==> config.mk <==
export PLATFORM = sky130hd
export DESIGN_NAME = reg_bank_pn_flat
export DESIGN_NICKNAME = d
export VERILOG_FILES = /design/src/rtl/reg_bank_pn_pkg.sv /design/src/rtl/reg_bank_pn_if.sv /design/src/rtl/reg_bank_pn_cell.sv /design/src/rtl/reg_bank_pn.sv /design/src/flat_wrapper.sv
export SDC_FILE = /design/constraint.sdc
export NUM_CORES = 1
export LEC_CHECK = 0
export BUFFER_PORTS_ARGS = -buffer_cell sky130_fd_sc_hd__buf_2
export CORE_AREA = 2 2 156 120
export CTS_BUF_LIST = sky130_fd_sc_hd__clkbuf_2
export CTS_CLUSTER_SIZE = 40
export DETAILED_ROUTE_END_ITERATION = 12
export DIE_AREA = 0 0 158 122
export GPL_ROUTABILITY_DRIVEN = 0
export PLACE_DENSITY = 0.88
export SLEW_MARGIN = 20
export SYNTH_ARGS = -nofsm -noshare
export SYNTH_HDL_FRONTEND = slang
export SYNTH_HIERARCHICAL = 1
export SYNTH_SLANG_ARGS = --single-unit
==> constraint.sdc <==
create_clock -name clock -period 6.65 [get_ports clock]
set_clock_uncertainty 0.15 [all_clocks]
set_input_delay 0 -clock clock [delete_from_list [all_inputs] [get_ports clock]]
set_output_delay 0 -clock clock [all_outputs]
set_load 0.005 [all_outputs]
==> src/rtl/reg_bank_pn_pkg.sv <==
`default_nettype none
// ============================================================================
// Module   : reg_bank_pn_pkg
// Purpose  : Opcodes, state/command encodings and index-width helper.
// Revision : 1.0 - initial release
// ============================================================================
package reg_bank_pn_pkg;

  localparam logic [3:0] c_OP_NOP    = 4'd0;
  localparam logic [3:0] c_OP_LD     = 4'd1;
  localparam logic [3:0] c_OP_CLR    = 4'd2;
  localparam logic [3:0] c_OP_INC    = 4'd3;
  localparam logic [3:0] c_OP_DEC    = 4'd4;
  localparam logic [3:0] c_OP_CLRALL = 4'd5;
  localparam logic [3:0] c_OP_LDALL  = 4'd6;

  // Encoding 2'd3 is deliberately left out; the FSM recovers from it to Error.
  typedef enum logic [1:0] {
    ST_RESET = 2'd0,
    ST_READY = 2'd1,
    ST_ERROR = 2'd2
  } state_t;

  typedef enum logic [2:0] {
    CMD_HOLD  = 3'd0,
    CMD_LOAD  = 3'd1,
    CMD_CLEAR = 3'd2,
    CMD_INC   = 3'd3,
    CMD_DEC   = 3'd4
  } cell_cmd_t;

  function automatic int idx_width(input int count);
    return (count <= 2) ? 1 : $clog2(count);
  endfunction

endpackage
`default_nettype wire

==> src/rtl/reg_bank_pn_if.sv <==
`default_nettype none
// ============================================================================
// Module   : reg_bank_pn_if
// Purpose  : Instruction/status bundle between a host and the register bank.
// Revision : 1.0 - initial release
// ============================================================================
interface reg_bank_pn_if
  import reg_bank_pn_pkg::*;
#(
  parameter int COUNT = 8,
  parameter int WIDTH = 8
);
  localparam int c_IDXW  = idx_width(COUNT);
  localparam int c_INSTW = 4 + c_IDXW + WIDTH;

  logic [c_INSTW-1:0]     inst;
  logic                   inst_en;
  logic [COUNT*WIDTH-1:0] out;
  logic [COUNT-1:0]       upd;
  logic                   ready;
  logic                   error;

  modport master (output inst, output inst_en,
                  input  out,  input  upd, input ready, input error);
  modport slave  (input  inst, input  inst_en,
                  output out,  output upd, output ready, output error);
endinterface
`default_nettype wire

==> src/rtl/reg_bank_pn_cell.sv <==
`default_nettype none
// ============================================================================
// Module   : reg_bank_pn_cell
// Purpose  : One register with its update logic and change-pulse flop.
// Revision : 1.0 - initial release
// ============================================================================
module reg_bank_pn_cell
  import reg_bank_pn_pkg::*;
#(
  parameter int WIDTH = 8
) (
  input  logic             clock,
  input  logic             reset,
  input  cell_cmd_t        cmd,
  input  logic [WIDTH-1:0] data,
  output logic [WIDTH-1:0] value,
  output logic             upd
);
  logic [WIDTH-1:0] r_value;
  logic [WIDTH-1:0] w_next;
  logic             r_upd;

  always_comb begin
    w_next = r_value;
    case (cmd)
      CMD_LOAD:  w_next = data;
      CMD_CLEAR: w_next = '0;
      CMD_INC:   w_next = r_value + WIDTH'(1);
      CMD_DEC:   w_next = r_value - WIDTH'(1);
      default:   w_next = r_value;
    endcase
  end

  always_ff @(posedge clock or negedge reset) begin
    if (!reset) begin
      r_value <= '0;
      r_upd   <= 1'b0;
    end else begin
      r_value <= w_next;
      r_upd   <= (w_next != r_value);
    end
  end

  assign value = r_value;
  assign upd   = r_upd;

endmodule
`default_nettype wire

==> src/rtl/reg_bank_pn.sv <==
`default_nettype none
// ============================================================================
// Module   : reg_bank_pn
// Purpose  : Instruction-driven register bank with sticky error state.
// Revision : 1.0 - initial release
// ============================================================================
module reg_bank_pn
  import reg_bank_pn_pkg::*;
#(
  parameter int COUNT = 8,
  parameter int WIDTH = 8
) (
  input  logic         clock,
  input  logic         reset,
  reg_bank_pn_if.slave bus
);
  localparam int c_IDXW  = idx_width(COUNT);
  localparam int c_INSTW = 4 + c_IDXW + WIDTH;

  logic [c_INSTW-1:0]     w_inst;
  logic [3:0]             w_op;
  logic [c_IDXW-1:0]      w_idx;
  logic [WIDTH-1:0]       w_imm;
  logic                   w_idx_ok;
  state_t                 r_state;
  state_t                 w_state_next;
  cell_cmd_t              w_all_cmd;
  cell_cmd_t              w_one_cmd;
  logic [COUNT*WIDTH-1:0] w_out;
  logic [COUNT-1:0]       w_upd;

  assign w_inst                = bus.inst;
  assign {w_op, w_idx, w_imm}  = w_inst;
  assign w_idx_ok              = (int'(w_idx) < COUNT);

  always_ff @(posedge clock or negedge reset) begin
    if (!reset) r_state <= ST_RESET;
    else        r_state <= w_state_next;
  end

  // w_all_cmd targets every cell and takes priority; w_one_cmd targets idx only.
  always_comb begin
    w_state_next = r_state;
    w_all_cmd    = CMD_HOLD;
    w_one_cmd    = CMD_HOLD;
    case (r_state)
      ST_RESET: w_state_next = ST_READY;
      ST_READY: begin
        if (bus.inst_en) begin
          case (w_op)
            c_OP_NOP:    w_one_cmd = CMD_HOLD;
            c_OP_LD:     w_one_cmd = CMD_LOAD;
            c_OP_CLR:    w_one_cmd = CMD_CLEAR;
            c_OP_INC:    w_one_cmd = CMD_INC;
            c_OP_DEC:    w_one_cmd = CMD_DEC;
            c_OP_CLRALL: w_all_cmd = CMD_CLEAR;
            c_OP_LDALL:  w_all_cmd = CMD_LOAD;
            default: begin
              w_state_next = ST_ERROR;
              w_all_cmd    = CMD_CLEAR;
            end
          endcase
          if (w_one_cmd != CMD_HOLD && !w_idx_ok) begin
            w_one_cmd    = CMD_HOLD;
            w_state_next = ST_ERROR;
            w_all_cmd    = CMD_CLEAR;
          end
        end
      end
      ST_ERROR: w_all_cmd = CMD_CLEAR;
      default: begin
        w_state_next = ST_ERROR;
        w_all_cmd    = CMD_CLEAR;
      end
    endcase
  end

  for (genvar k = 0; k < COUNT; k++) begin : g_cell
    cell_cmd_t w_cmd;

    assign w_cmd = (w_all_cmd != CMD_HOLD)     ? w_all_cmd :
                   (w_idx == c_IDXW'(k))       ? w_one_cmd : CMD_HOLD;

    reg_bank_pn_cell #(.WIDTH(WIDTH)) u_cell (
      .clock (clock),
      .reset (reset),
      .cmd   (w_cmd),
      .data  (w_imm),
      .value (w_out[k*WIDTH +: WIDTH]),
      .upd   (w_upd[k])
    );
  end

  assign bus.out   = w_out;
  assign bus.upd   = w_upd;
  assign bus.ready = (r_state == ST_READY);
  assign bus.error = (r_state == ST_ERROR);

endmodule
`default_nettype wire

==> src/flat_wrapper.sv <==
// flat-port wrapper written by rule: the top's interface ports become plain ports
module reg_bank_pn_flat import reg_bank_pn_pkg::*;
#(
  parameter int COUNT = 8,
  parameter int WIDTH = 8
)
  (clock, reset, bus_inst, bus_inst_en, bus_out, bus_upd, bus_ready, bus_error);
  reg_bank_pn_if #(.COUNT(COUNT), .WIDTH(WIDTH)) bus_i ();
  input  logic clock;
  input  logic reset;
  input wire logic [$bits(bus_i.inst)-1:0] bus_inst;
  input wire logic [$bits(bus_i.inst_en)-1:0] bus_inst_en;
  output wire logic [$bits(bus_i.out)-1:0] bus_out;
  output wire logic [$bits(bus_i.upd)-1:0] bus_upd;
  output wire logic [$bits(bus_i.ready)-1:0] bus_ready;
  output wire logic [$bits(bus_i.error)-1:0] bus_error;
  assign bus_i.inst = bus_inst;
  assign bus_i.inst_en = bus_inst_en;
  assign bus_out = bus_i.out;
  assign bus_upd = bus_i.upd;
  assign bus_ready = bus_i.ready;
  assign bus_error = bus_i.error;
  reg_bank_pn #(.COUNT(COUNT), .WIDTH(WIDTH)) u_core (.clock(clock), .reset(reset), .bus(bus_i));
endmodule
# Word-level counts from Yosys, hierarchy flattened
# Cells that the tools add are included.
[word_totals]
regBits = 74
input_bits = 18
out_inout_bits = 74
[op_classes]
n_mux = 33
add_sub_neg = 16
bitwise = 1
n_reduce_logical = 7
eq_ne = 57
[ops]
columns = ["cell", "n"]
rows = [
  ["case mux 8 bit (4 select lines)", 8],
  ["adder 8 x 1 -> 8 bit (second input constant)", 8],
  ["!= test 8 bit", 8],
  ["subtractor 8 x 1 -> 8 bit (second input constant)", 8],
  ["two-way mux 3 bit", 19],
  ["equality test 3 x 2 -> 1 bit (second input constant)", 18],
  ["equality test 3 bit (second input constant)", 12],
  ["equality test 3 x 1 -> 1 bit (second input constant)", 9],
  ["equality test 4 x 3 -> 1 bit (second input constant)", 3],
  ["case mux 3 bit (4 select lines)", 1],
  ["equality test 4 x 2 -> 1 bit (second input constant)", 2],
  ["OR reduction 7 bit", 1],
  ["case mux 2 bit (3 select lines)", 1],
  ["case mux 3 bit (2 select lines)", 1],
  ["OR reduction 5 bit", 1],
  ["equality test 4 x 1 -> 1 bit (second input constant)", 1],
  ["logical NOT 4 bit", 1],
  ["two-way mux 2 bit", 2],
  ["!= test 2 bit (second input constant)", 2],
  ["case mux 2 bit (2 select lines)", 1],
  ["logical NOT 3 bit", 1],
  ["AND reduction 3 bit", 1],
  ["nonzero test 3 bit", 1],
  ["equality test 2 x 1 -> 1 bit (second input constant)", 1],
  ["3 further kinds", 3],
]

# Depth between registers and ports, before layout
# Gate-level depths: netlist of run 1.
[logic_depth]
depth_word = 10
depth_mapped = 13
ltp_nobuf = 11

# By module
# Netlist of run 1, hierarchy kept.
[by_module_without_submodules]
columns = ["mod", "n_inst", "area_per_inst_um2", "cells_per_inst", "seq_area_each_um2"]
rows = [
  ["reg_bank_pn_cell (u_core.g_cell[4].u_cell ...)", 4, 1162.4, 139, 225.2],
  ["reg_bank_pn_cell (u_core.g_cell[1].u_cell ...)", 3, 1249.9, 153, 225.2],
  ["reg_bank_pn_cell (u_core.g_cell[0].u_cell)", 1, 1239.9, 158, 225.2],
  ["reg_bank_pn", 1, 414.1, 65, 50.0],
]

# Least setup slack after synthesis of run 1
# Ideal clock, no wire load.
[synth_path]
kind = "reg-to-reg"
from = "register u_core.r_state[1]"
to = "register u_core.g_cell[0].u_cell.r_upd"
arrival_ps = 3980
path_stages_with_launch = 13
n_path_buf = 1
t_required_ps = 6361
synth_period_minus_slack_ps = 4268
setup_ps = 139
path_slack_ps = 2382
cell_sequence = "dfrtp_1 > nand4bb_1 > buf_6 > or4_4 > nor3_2 > nor3b_2 > ha_1 > a211o_1 > a31oi_4 > mux2i_1 > or3_4 > xor2_1 > or4_1"
[synth_via]
elab_chain_len = 7
word_cells_on_any_way = 13
[synth_rtl]
columns = ["item", "line", "source"]
rows = [
  ["start: declaration", "reg_bank_pn.sv:25", "state_t r_state;"],
  ["start signal: assignment", "reg_bank_pn.sv:38", "else r_state <= w_state_next;"],
  ["equality test 2 x 1 -> 1 bit or logical NOT 2 bit (tied branches)", "reg_bank_pn.sv:46", "case (r_state)"],
  ["case mux 3 bit (2 select lines) or two-way mux 3 bit (tied branches)", "reg_bank_pn.sv:46", ""],
  ["nonzero test 3 bit or two-way mux 3 bit (tied branches)", "reg_bank_pn.sv:81, reg_bank_pn.sv:82", ""],
  ["two-way mux 3 bit *", "reg_bank_pn.sv:81", "assign w_cmd = (w_all_cmd != CMD_HOLD) ? w_all_cmd :"],
  ["net u_core.g_cell[0].w_cmd[2]", "reg_bank_pn.sv:79", "cell_cmd_t w_cmd;"],
  ["equality test 3 bit, or another cell as far along", "reg_bank_pn_cell.sv:25", "case (cmd)"],
  ["case mux 8 bit (4 select lines) *", "reg_bank_pn_cell.sv:25", ""],
  ["net u_core.g_cell[0].u_cell.w_next[6]", "reg_bank_pn_cell.sv:20", "logic [WIDTH-1:0] w_next;"],
  ["!= test 8 bit *", "reg_bank_pn_cell.sv:40", "r_upd <= (w_next != r_value);"],
  ["end signal: assignment", "reg_bank_pn_cell.sv:40", ""],
  ["end: declaration", "reg_bank_pn_cell.sv:21", "logic r_upd;"],
]
# The timed path passes the listed nets; every way through them passes the cells marked *.
# A chain may end at the register's enable or synchronous reset.

# Worst setup path after layout of run 1
# Same ends and word-level chain as after synthesis.

==> qor.yml, run 1 <==
worst_setup_path:
  crit_required_ns: 7.02
  cp-start-kind: "register"
  rr_worst_depth: 13
  crit_path_end_kind: "register"
  crit_type: "reg -> reg"
  crit_fanout: 25
  cp.arrival_ns: 6.12
sta:
  holdWs_ns: 0.0583
  max_slew.worst_pin.slew_ns: 1.05
  fin_tns_setup_ns: 0
  timing.final.crit_period_ns: 5.75
  hold_violations: 0
  max_clock_freq_mhz: 174
  setup_viol_count_final: 0
  slew_headroom_pct: 30.0
  rsz0062_at_grt: "false"
  period_share_pct: 86.5
  slew_viol_final: 0
placed_design:
  placement.io_buffers: 91
  dp_hpwl_um: 19700
grt:
  grt_antenna_before_repair: 0
  overflow: 0
  grt_max_degree: 66
  grt_pass1_wl_um: 46600
  gr-usage-all-layers_pct: 29.6
  grt_pass1_vias: 9224
synth:
  netlist_area_sq_um: 10100
  synth_top_area_cell: "dfrtp_1"
  yosysSeqAreaShare_pct: 18.4
  synth-seq-cells: 74
  syn_avg_cell_area_sq_um: 8.12
  synth_cell_type_count: 86
  synth_area_leaders: "dfrtp_1 (18%), ha_1 (6.0%), o21ai_0 (4.9%)"
  synth_top_area_share_pct: 18.4
  async_flop_share_pct: 100
  synth-main-ff-cell: "dfrtp_1"
  synth_enable_flop_cells: 0
  yosys_warnings: 6
  synth_cells: 1238
  synthesis.nets: 1312
clock_tree:
  cts_post_setup_buffers_inserted: 0
  cts.sinks: 74
  root_buffer: "clkbuf_2"
  cts_buffers: 9
  cts_resized: 0
  clock_path_buffers: 2
  htreeDepth: 3
  tritoncts: "yes"
  worstSkewPairLatency_ns: 0.61
  clk_pin_slew_ns: 0.24
floorplan:
  io_pins: 92
  die_y_um: 122
  die_w_um: 158
  start_util_pct: 55.9
  dieArea_sq_um: 19300
  core_area_sq_um: 18000
  placementRows: 43
cells_and_area:
  antenna_cells: 0
  mostFrequentLayoutCell: "nor2_1"
  drive_gt1_share_pct: 16.6
  nets: 1382
  layout_common_cells: "nor2_1 (114), o21ai_0 (92), buf_2 (90)"
  syn2layout_area_growth_pct: 8.66
detailed_routing:
  drt_iter0_drc: 1187
  postRouteWirelength_um: 28900
  ant_nets: 0
  drc: 0
  wl_per_cell_um: 18.5
  vias: 10427
  dr.pass1.iters: 5
  vias_per_cell: 6.69
pwr:
  ir_drop_v: 0.0000700
  p_leak_nw: 4.83
  p_per_area_nw_per_um2: 104
min_path:
  hp-class: "in -> reg"
  min_path_cells: 6
run_status:
  status: "finished, final reports clean"
run:
  max_cap_viol_count: 0
-- cells by family after synthesis --
kind of cell	after synthesis	synth area share (%)
buffers and inverters	116	5.80
muxes	53	5.41
DFF	74	18.4
and+or+nand+nor	407	23.1
xor gates and xnor gates	74	6.45
adders and majority gates	56	7.57
AOI/OAI and AO/OA	458	33.2
-- final timing paths --
| kind | slack [ns] | endpoint | start |
|---|---|---|---|
| max | 0.90 | u_core/g_cell[0].u_cell/upd | u_core/r_state[1] |
| min | 0.06 | u_core/g_cell[1].u_cell/value[0] | bus_inst[11] |
| max reg2reg | 0.90 | u_core/g_cell[0].u_cell/upd | u_core/r_state[1] |
| min reg2reg | 0.39 | u_core/r_state[0] | u_core/r_state[1] |
| max in group asynchronous | 5.51 | u_core/g_cell[4].u_cell/upd | reset |
| min in group asynchronous | 0.18 | u_core/g_cell[7].u_cell/value[7] | reset |
-- sequential cells by signal (all words and copies together), names as in the netlist --
signal	flops
u_core/g_cell.u_cell/upd	8
u_core/r_state	2
u_core/g_cell.u_cell/value	64
-- where the power goes --
| part | internal [W] | switching, W | leakage, nW |
|---|---|---|---|
| clock network | 0.0000856 | 0.000182 | 0.0692 |
| logic | 0.000139 | 0.000214 | 3.73 |
| registers | 0.000472 | 0.0000437 | 1.03 |
| total | 0.000697 | 0.000440 | 4.83 |
-- cells in the mapped netlist, types with 7 or more instances --
cell,count
mux2_2,7
nand2_1,46
nand2b_1,35
nor3b_1,12
a211oi_2,7
a32oi_1,8
buf_2,19
inv_1,37
a211o_1,7
a221o_1,14
mux2i_1,42
o22ai_1,7
o21ai_1,9
o21bai_1,16
and3b_1,9
a211oi_1,17
xor2_1,52
o221ai_1,10
nand3_1,24
a21o_1,17
a22oi_1,18
o2111ai_1,9
buf_6,13
o32ai_1,7
o211ai_1,15
dfrtp_1,74
nor3_1,35
o21ai_0,98
o311a_1,7
ha_1,48
xnor2_1,22
o31ai_1,15
nor2b_1,48
o211a_1,8
clkbuf_1,37
a21oi_1,90
nor2_1,114
or2_2,8
buf_4,7
o21a_1,10
nor4b_1,9
fa_1,8
-- through the flow --
stage	power, W	worst slack [ns]	area, sq um	utilization (%)	cells
2_1_floorplan	0.000756	2.38	10100	-	1238
3_3_place_gp	0.000841	1.71	10600	59.0	1523
3_5_place_dp	0.000851	1.54	10600	59.0	1523
4_1_cts	0.00113	0.933	10900	60.8	1559
5_1_grt	0.00119	0.551	10900	60.8	1559
6_report	0.00114	0.895	10900	60.8	1559
-- what timing repair did --
item,in CTS,in global routing
setup endpoints to repair,0,0
hold buffers,21,0
hold endpoints to repair,124,0
-- metal layers --
layer	part of all wire (%)	routed length, um	GRT usage [%]	up-vias
met4	1.2	337	7.66	0
li1	-	-	-	4835
met2	44	12800	45.1	592
met1	44	12600	42.4	4961
met5	0	0	0	-
met3	11	3070	6.37	39
-- layout make-up --
type	instances	area [sq um]
tap	247	309
clock inverter	4	43.8
timing repair buffer	135	858
fill	1577	7050
sequential	74	1850
multi-input combinational	1048	7660
clock buffer	11	55.1
inverter	40	150
-- critical path: stages, from the launching register on --
cell	delay [ns]
dfrtp_1	0.48
nand4bb_1	0.55
or4_4	0.64
dlygate4sd3_1	0.63
nor3_2	0.15
buf_4	0.28
nor3b_2	0.81
ha_1	0.43
a211o_1	0.33
a31oi_4	0.18
mux2i_1	0.09
or3_4	0.40
xor2_1	0.14
or4_1	0.40
Note: power is estimated with default switching activity, not from simulation.
==> run 2, diff against run 1 <==
==> constraint.sdc (replaced) <==
create_clock -name clock -period 6.65 [get_ports clock]
set_clock_uncertainty 0.15 [all_clocks]
set_input_delay 0.665 -clock clock [delete_from_list [all_inputs] [get_ports clock]]
set_output_delay 0.665 -clock clock [all_outputs]
set_load 0.005 [all_outputs]
==> run 2 against run 1 <==
Against the previous run: final area fell by 2.0%; first-iteration DRC count decreased by 12%; maximum frequency is 16% higher; die area unchanged; register-to-register slack better by 0.78 ns; sequential share of layout area grew 0.34 points; wire length decreased by 1.9%; non-clock buffer count decreased by 18.
==> qor.yml, run 2 (synthesis gave the netlist of run 1 again) <==
detailed_routing:
  wl_met2_um: 12600  # -1.9%
  dr.pass1.iters: 8  # +3
  wl_per_cell_um: 18.4  # -0.97%
  vias: 10158  # -2.6%
  dr_wl_met3_um: 2740  # -11%
  drc: 0  # unchanged
  top_layer_used: "met5"
  postRouteWirelength_um: 28400  # -1.9%
  drt_iter0_drc: 1039  # -12%
  vias_per_cell: 6.57  # -1.7%
  ant_nets: 0  # unchanged
  met1_length_um: 12600  # -0.73%
sta:
  timing.final.crit_period_ns: 4.97  # -0.781 ns
  slew_headroom_pct: 28.4  # -1.6 points
  fin_tns_setup_ns: 0  # unchanged
  max_slew.worst_pin.slew_ns: 1.07  # +0.0188 ns
  max_clock_freq_mhz: 201  # +16%
  setup_viol_count_final: 0  # unchanged
  slew_viol_final: 0  # unchanged
  hold_violations: 0  # unchanged
  rsz0062_at_grt: "false"
  period_share_pct: 74.8  # -12 points
clock_tree:
  htreeDepth: 3  # unchanged
  tritoncts: "yes"
  cts_buffers: 9  # unchanged
  clock_path_buffers: 2  # unchanged
  clk_pin_slew_ns: 0.22  # -0.02 ns
  cts_post_setup_buffers_inserted: 0  # unchanged
  root_buffer: "clkbuf_2"
  worstSkewPairLatency_ns: 0.64  # +0.03 ns
  cts.sinks: 74  # unchanged
run_status:
  status: "finished, final reports clean"
pwr:
  p_leak_nw: 4.73  # -2.0%
  ir_drop_v: 0.000116  # +65%
  p_total_w: 0.00109  # -4.3%
  p_per_area_nw_per_um2: 102  # -2.4%
grt:
  grt_max_degree: 53  # -20%
  gr-usage-all-layers_pct: 29.2  # -0.35 points
  grt_pass1_vias: 9099  # -1.4%
  overflow: 0  # unchanged
  grt_pass1_wl_um: 45800  # -1.7%
  grt_antenna_before_repair: 4  # +4
worst_setup_path:
  r2r_setup_slack_ns: 1.68  # +0.78 ns
  path_cells: "nand4bb_1, or4_4, nor2_1, buf_4, nor3b_2, ha_1, a211oi_2, nor2_2, o311a_1, nor3_1, o2bb2ai_1, a2111o_1"
  cp.arrival_ns: 5.37  # -0.75 ns
  crit_end: "u_core/g_cell[1].u_cell/upd"
  crit_required_ns: 7.04  # +0.02 ns
  cp-start-kind: "register"
  worst_r2r_startpoint: "u_core/r_state[1]"
  timing.rr.end: "u_core/g_cell[1].u_cell/upd"
  crit_path_end_kind: "register"
  crit_type: "reg -> reg"
  rr_worst_depth: 12  # -1
  critPathMaxStageDelay_ns: 0.72  # -0.09 ns
  worst_path_max_delay_cell: "or4_4"
  crit_start: "u_core/r_state[1]"
  crit_fanout: 22  # -12%
floorplan:
  die_w_um: 158  # unchanged
  die_y_um: 122  # unchanged
  core_area_sq_um: 18000  # unchanged
  start_util_pct: 55.9  # unchanged
  placementRows: 43  # unchanged
  io_pins: 92  # unchanged
  dieArea_sq_um: 19300  # unchanged
cells_and_area:
  largest_reg_flops: 64  # unchanged
  drive_gt1_share_pct: 17.0  # +0.37 points
  mostFrequentLayoutCell: "nor2_1"
  layout_common_cells: "nor2_1 (114), o21ai_0 (92), buf_2 (90)"
  nets: 1364  # -1.3%
  multi_input_area_sq_um: 7660  # unchanged
  register_area_sq_um: 1850  # unchanged
  syn2layout_area_growth_pct: 6.52
  fillers: 1596  # +1.2%
min_path:
  hp-class: "in -> reg"
  min-delay-start: "bus_inst_en"
run:
  max_cap_viol_count: 0  # unchanged
placed_design:
  dp_hpwl_um: 19800  # +0.46%
  placement.io_buffers: 91  # unchanged
run 2: cell count changes in the layout (fill, tap and decap cells not counted), sizes merged:
cell / previous run / this run
dlygate4sd3: 20 / 1
bufinv: 1 / 0
diode: 0 / 3
clkbuf: 11 / 12
clkinv: 3 / 4
buf: 115 / 116
run 2: final cells by class:
class	instances	area share [%]
diodes	3	0.0701
clock buffers	12	0.561
clock inverters	4	0.175
inverters	40	1.40
multi-input cells	1048	71.5
flip-flops and latches	74	17.3
well taps	247	2.89
repair buffers	117	6.12
run 2: per-layer routing:
| layer | up-vias | GRT usage [%] |
|---|---|---|
| met5 | - | 0 |
| met3 | 45 | 5.62 |
| met4 | 2 | 7.88 |
| li1 | 4792 | - |
| met2 | 497 | 45.2 |
| met1 | 4822 | 41.6 |
run 2: how the worst min path moves through the flow:
stage / to / slack (ns) / cells after the start
6_report: u_core/r_state[0] / 0.22 / 4
5_1_grt: u_core/r_state[0] / 0.20 / 4
4_1_cts: u_core/r_state[0] / 0.19 / 4
3_5_place_dp: u_core/r_state[0] / 0.38 / 1
2_1_floorplan: u_core/g_cell[0].u_cell/upd / 0.22 / 0
3_3_place_gp: u_core/r_state[0] / 0.35 / 1
run 2: stage by stage:
step	area (sq um)	worst slack [ns]	util, %	cells	hold slack, ns
after floorplan	10100	2.14	-	1238	0.219
after global placement	10600	1.60	59.1	1525	0.350
after detailed placement	10600	1.45	59.1	1525	0.377
after CTS	10700	1.76	59.6	1542	0.195
after global routing	10700	1.31	59.6	1544	0.203
final	10700	1.68	59.6	1545	0.216
run 2: critical path, delay by kind of cell, from the launching register on:
kind	cells	cell delay, ns
AOI/OAI and AO/OA	4	1.12
buffers and inverters	1	0.24
adders and majority gates	1	0.41
DFF	1	0.49
and+or+nand+nor	6	2.47
run 2: timing repair:
| item | CTS | global route |
|---|---|---|
| hold endpoints to repair | 22 | 0 |
| hold buffers | 1 | 0 |
| resized for setup | 0 | 0 |
run 2: report_power, final:
group	internal [W]	switching, W
sequential	0.000472	0.0000435
clock	0.0000510	0.000184
combinational	0.000128	0.000209
